**src/rtl/i2s_rx_dma_ctrl.sv**
```systemverilog
// I2S receive FIFO drain sequencer: pops bursts of samples and writes them into a circular
// memory buffer over a single-beat req/ack port. Optional 16-bit packing under I2S_DMA_PACK16_EN.
module i2s_rx_dma_ctrl #(
  parameter int AW    = 32,
  parameter int CNT_W = 16
) (
  input  logic             clk,
  input  logic             rst,
  input  logic             en,
  input  logic [AW-1:0]    base_addr,
  input  logic [CNT_W-1:0] buf_words,
  input  logic [4:0]       burst_len,
  input  logic             pack16,
  input  logic             fifo_empty,
  input  logic             fifo_full,
  input  logic [4:0]       fifo_level,
  input  logic [31:0]      fifo_rdata,
  output logic             fifo_rd,
  output logic             dma_req,
  output logic [AW-1:0]    dma_addr,
  output logic [31:0]      dma_wdata,
  input  logic             dma_ack,
  output logic             busy,
  output logic             half_irq,
  output logic             wrap_irq,
  output logic [2:0]       dbg_state
);

  // Handshake: dma_req, dma_addr and dma_wdata stay constant from the first REQ cycle until
  // the rising edge on which dma_ack is sampled high; that edge completes the transfer.
  typedef enum logic [2:0] {
    S_IDLE   = 3'd0,
    S_WAIT   = 3'd1,
    S_POP    = 3'd2,
    S_REQ    = 3'd3
`ifdef I2S_DMA_PACK16_EN
    ,
    S_POP_LO = 3'd4,
    S_POP_HI = 3'd5
`endif
  } state_t;

  state_t state_q, state_d;

  logic [AW-1:2]    base_q;
  logic [CNT_W-1:0] bw_q;
  logic [4:0]       bl_q;
  logic [CNT_W-1:0] idx_q;
  logic [4:0]       beat_q;
  logic [31:0]      data_q;

  logic [CNT_W-1:0] bw_eff;
  logic [4:0]       bl_eff;
  logic             pack_in;
  logic             pack_q;
  logic [5:0]       need;
  logic             burst_ready;
  logic             start_burst;
  logic             ack_xfer;
  logic             last_beat;
  logic             idx_last;
  logic [CNT_W-1:0] idx_inc;
  logic [CNT_W-1:0] half_mark;

  assign bw_eff = (buf_words < CNT_W'(2)) ? CNT_W'(2) : buf_words;
  assign bl_eff = (burst_len == 5'd0) ? 5'd1 :
                  (burst_len > 5'd16) ? 5'd16 : burst_len;

`ifdef I2S_DMA_PACK16_EN
  assign pack_in = pack16;
  logic unused_addr_lsb;
  assign unused_addr_lsb = ^base_addr[1:0];
`else
  assign pack_in = 1'b0;
  logic unused_cfg;
  assign unused_cfg = ^{base_addr[1:0], pack16};
`endif

  // fifo_level wraps to 0 at 32 entries, so fifo_full covers that case.
  assign need        = pack_in ? {bl_eff, 1'b0} : {1'b0, bl_eff};
  assign burst_ready = fifo_full || ({1'b0, fifo_level} >= need);

  assign last_beat = ((beat_q + 5'd1) == bl_q);
  assign idx_last  = (idx_q == (bw_q - CNT_W'(1)));
  assign idx_inc   = idx_q + CNT_W'(1);
  assign half_mark = bw_q >> 1;

  always_comb begin
    state_d     = state_q;
    fifo_rd     = 1'b0;
    dma_req     = 1'b0;
    start_burst = 1'b0;
    ack_xfer    = 1'b0;
    case (state_q)
      S_IDLE: begin
        if (en) state_d = S_WAIT;
      end
      S_WAIT: begin
        if (!en) begin
          state_d = S_IDLE;
        end else if (burst_ready) begin
          start_burst = 1'b1;
`ifdef I2S_DMA_PACK16_EN
          state_d = pack_in ? S_POP_LO : S_POP;
`else
          state_d = S_POP;
`endif
        end
      end
      S_POP: begin
        if (!en) begin
          state_d = S_IDLE;
        end else if (!fifo_empty) begin
          fifo_rd = 1'b1;
          state_d = S_REQ;
        end
      end
`ifdef I2S_DMA_PACK16_EN
      S_POP_LO: begin
        if (!en) begin
          state_d = S_IDLE;
        end else if (!fifo_empty) begin
          fifo_rd = 1'b1;
          state_d = S_POP_HI;
        end
      end
      // The low half is already consumed, so finish the word even if en drops.
      S_POP_HI: begin
        if (!fifo_empty) begin
          fifo_rd = 1'b1;
          state_d = S_REQ;
        end
      end
`endif
      S_REQ: begin
        dma_req = 1'b1;
        if (dma_ack) begin
          ack_xfer = 1'b1;
          if (!en) begin
            state_d = S_IDLE;
          end else if (last_beat) begin
            state_d = S_WAIT;
          end else begin
`ifdef I2S_DMA_PACK16_EN
            state_d = pack_q ? S_POP_LO : S_POP;
`else
            state_d = S_POP;
`endif
          end
        end
      end
      default: state_d = S_IDLE;
    endcase
  end

  always_ff @(posedge clk or posedge rst) begin
    if (rst) state_q <= S_IDLE;
    else     state_q <= state_d;
  end

  always_ff @(posedge clk or posedge rst) begin
    if (rst) begin
      base_q   <= '0;
      bw_q     <= CNT_W'(2);
      bl_q     <= 5'd1;
      pack_q   <= 1'b0;
      idx_q    <= '0;
      beat_q   <= '0;
      data_q   <= '0;
      half_irq <= 1'b0;
      wrap_irq <= 1'b0;
    end else begin
      half_irq <= 1'b0;
      wrap_irq <= 1'b0;
      if (state_q == S_IDLE && en) begin
        idx_q  <= '0;
        beat_q <= '0;
      end
      if (start_burst) begin
        base_q <= base_addr[AW-1:2];
        bw_q   <= bw_eff;
        bl_q   <= bl_eff;
        pack_q <= pack_in;
      end
      if (fifo_rd) begin
`ifdef I2S_DMA_PACK16_EN
        if (state_q == S_POP_LO)      data_q[15:0]  <= fifo_rdata[15:0];
        else if (state_q == S_POP_HI) data_q[31:16] <= fifo_rdata[15:0];
        else                          data_q        <= fifo_rdata;
`else
        data_q <= fifo_rdata;
`endif
      end
      if (ack_xfer) begin
        if (idx_last) begin
          idx_q    <= '0;
          wrap_irq <= 1'b1;
        end else begin
          idx_q <= idx_inc;
          if (idx_inc == half_mark) half_irq <= 1'b1;
        end
        beat_q <= last_beat ? 5'd0 : beat_q + 5'd1;
      end
    end
  end

`ifndef I2S_DMA_PACK16_EN
  logic unused_pack_q;
  assign unused_pack_q = pack_q;
`endif

  assign dma_addr  = dma_req ? ({base_q, 2'b00} + AW'({idx_q, 2'b00})) : '0;
  assign dma_wdata = dma_req ? data_q : '0;
  assign busy      = (state_q != S_IDLE);
  assign dbg_state = state_q;

endmodule

```
**config.mk**
```make
export PLATFORM = sky130hd
export DESIGN_NAME = i2s_rx_dma_ctrl
export DESIGN_NICKNAME = d
export VERILOG_FILES = /design/src/rtl/i2s_rx_dma_ctrl.sv
export SDC_FILE = /design/constraint.sdc
export NUM_CORES = 1
export LEC_CHECK = 0
export CAP_MARGIN = 20
export CORE_ASPECT_RATIO = 1.5
export CORE_UTILIZATION = 47
export DETAILED_ROUTE_END_ITERATION = 8
export GPL_TIMING_DRIVEN = 0
export HOLD_SLACK_MARGIN = 0.1
export PLACE_DENSITY = 0.74
export RECOVER_POWER = 100
export SETUP_SLACK_MARGIN = 0.05
export SLEW_MARGIN = 10
export SYNTH_ARGS = -nofsm -noshare
export SYNTH_HDL_FRONTEND = slang
export SYNTH_SLANG_ARGS = --single-unit
```
**constraint.sdc**
```tcl
create_clock -name clk -period 6.5 [get_ports clk]
set_clock_uncertainty 0.05 [all_clocks]
set_input_delay 0.65 -clock clk [delete_from_list [all_inputs] [get_ports clk]]
set_output_delay 0.65 -clock clk [all_outputs]
set_load 0.01 [all_outputs]
```
==> flow_summary.yaml <==
drt:
  firstDrtPassIters: 4
  remaining_drc_errors: 0
  postRouteAntennaNets: 0
  first_iter_violations: 213
  via_per_inst: 5.39
  wl_per_cell_um: 16.3
  vias: 5783
  wl_um: 17500
floorplan:
  fp.dieH_um: 150
  ioPinCount: 169
  die_w_um: 101
  core-area_um2: 14200
  fp-row-count: 53
  start_util: 0.486
  die_area_um2: 15200
setup_path:
  critPathRequiredTime_ns: 5.80
  path_max_fanout: 8
  crit_path_start_kind: "flop"
  cp.arrival_ns: 4.43
  critPathKind: "flop to primary output"
  endpoint_kind: "primary output"
clocking:
  post_cts_resized: 0
  clk-insertion-delay-late_ns: 0.35
  h-tree-depth: 3
  numCtsBuffers: 9
  clk_pin_slew_worst_paths_ns: 0.07
  post_cts_buffers: 0
  ctsHoldBuffers: 0
  tritoncts: "built"
  cts.path.max_buffers: 2
  clock-sinks: 108
  cts-root-buf: "clkbuf_16"
grt:
  grtUsageTotal: 0.241
  overflow: 0
  grt_first_pass_wirelength_um: 28600
  grt_pass1_vias: 5933
  antenna_found_initial: 0
  grt_max_degree: 58
timing:
  slew_viol_final: 52
  maxSlewHeadroom: -0.600
  max_freq_mhz: 195
  worst_pin_slew_ns: 2.39
  min_period_ns: 5.13
  period_share: 0.789
  tns_ns: 0
  finalHoldViolCount: 0
  rsz0062_at_grt: "false"
  setup_violations: 0
synthesis:
  synth_top_area_share: 0.384
  ys_async_sr_fraction: 1.00
  yosys_most_used_dff: "dfrtp_1"
  syn_area_per_cell_um2: 9.86
  synth_cells: 700
  synth_area_um2: 6900
  synth_seq_cells: 108
  synth_edf_count: 0
  synth_area_leader_cell: "dfrtp_1"
  synthTopCellsByArea: "dfrtp_1 38%, mux2_2 13%, xnor2_1 6.2%"
  yosysWarnings: 0
  synth.distinct_cells: 60
  yosysSeqAreaShare: 0.392
status:
  status: "finished with violations"
  failed_checks: "max-capacitance violations, max-slew violations"
worst_hold_path:
  min_path_type: "flop to flop"
flow_run:
  max_cap_violations: 1
power:
  power.total_mw: 2.96
  ir_drop_v: 0.000182
  p_leak_nw: 4.06
  power_density_nw_per_um2: 327
cells_and_area:
  area_growth_pct: 31.1
  layout_commonest_cell: "dfrtp_1"
  antennaDiodeCount: 0
  final_cell_mix: "106 x dfrtp_1, 91 x clkdlybuf4s50_1, 78 x mux2_2"
  nets: 998
  drive_above_1_share: 0.135
placement:
  place_hpwl_um: 13900
  io_buffers: 162
  gp_congestion: 0.877
-- flip-flops by register name, summed over array words and instances, names as in the netlist --
name       count
bw_q          16
dbg_state      2
idx_q         16
bl_q           5
wrap_irq       1
half_irq       1
data_q        32
beat_q         5
base_q        30
-- cells in the mapped netlist (all sizes together), types with 4 or more instances --
cell / count
dfrtp: 106
mux2: 78
nor2: 59
xnor2: 49
and3: 43
nand2: 39
xor2: 34
clkbuf: 32
o21ai: 26
ha: 24
nand3: 24
nor3: 23
a21oi: 19
buf: 18
inv: 16
a21o: 11
nor4: 10
mux2i: 7
nand4: 7
nand2b: 6
nor2b: 6
or3: 6
nor3b: 5
o22ai: 5
a2111oi: 4
a31oi: 4
o21a: 4
-- critical path, stage by stage, from the launching register on --
cell and delay (ns):
dfrtp_1 0.42, ha_1 0.23, fa_1 0.42, a21oi_1 0.21, o21ai_0 0.17, o22ai_1 0.25, o21ai_0 0.27, a221oi_1 1.02
and3b_1 0.29, xnor2_1 0.12, nor2_1 0.08, dlygate4sd3_1 0.61
-- through the flow --
stage | cells | utilization | setup slack (ns) | hold slack [ns] | area (µm²)
5_1_grt | 1073 | 0.637 | 1.11 | 0.473 | 9050
2_1_floorplan | 702 | - | 2.96 | 0.419 | 6910
3_5_place_dp | 1057 | 0.620 | 1.82 | 0.439 | 8800
4_1_cts | 1073 | 0.641 | 1.43 | 0.459 | 9090
6_report | 1073 | 0.637 | 1.37 | 0.456 | 9050
3_3_place_gp | 1056 | 0.618 | 1.36 | 0.432 | 8770
-- layout make-up --
cell class | instances | area (µm²)
clock buffers | 10 | 239
clock inverters | 6 | 53.8
repair buffers | 163 | 1650
flip-flops and latches | 108 | 2710
fillers | 1221 | 5140
inverters | 16 | 61.3
plain buffers | 50 | 265
multi-input cells | 528 | 3830
well taps | 192 | 240
-- metal layers --
layer / vias up / GRT usage / share of wire
met1: 2765 / 0.269 / 0.39
met3: 41 / 0.0432 / 0.047
met4: 0 / 0.111 / 0.040
met5: - / 0 / 0
met2: 161 / 0.441 / 0.53
li1: 2816 / - / -
-- worst paths after layout --
kind | startpoint | to | slack, ns | depth (start not counted)
worst max-delay path | idx_q[0] | dma_addr[22] | 1.37 | 11
worst min-delay path | data_q[24] | data_q[24] | 0.46 | 1
worst max register to register | bw_q[3] | idx_q[7] | 2.19 | 9
worst min register to register | data_q[24] | data_q[24] | 0.46 | 1
max in group asynchronous | rst | bw_q[15] | 3.95 | 2
min in group asynchronous | rst | base_q[23] | 1.35 | 2
-- cells by family after synthesis --
kind of cell,synth area share
other,0.000544
and+or+nand+nor,0.174
xor gates and xnor gates,0.105
buffers and inverters,0.0490
DFF,0.392
AOI/OAI and AO/OA,0.0947
muxes,0.137
adders and majority gates,0.0464
-- where the power goes --
| part | switching (mW) | total (mW) | leakage [nW] | internal [mW] |
|---|---|---|---|---|
| Clock | 0.262 | 0.540 | 0.142 | 0.278 |
| Sequential | 0.203 | 1.15 | 1.34 | 0.947 |
| Combinational | 0.600 | 1.27 | 2.58 | 0.666 |
| Total | 1.06 | 2.96 | 4.06 | 1.89 |
Power figures use the tool's default switching activity.
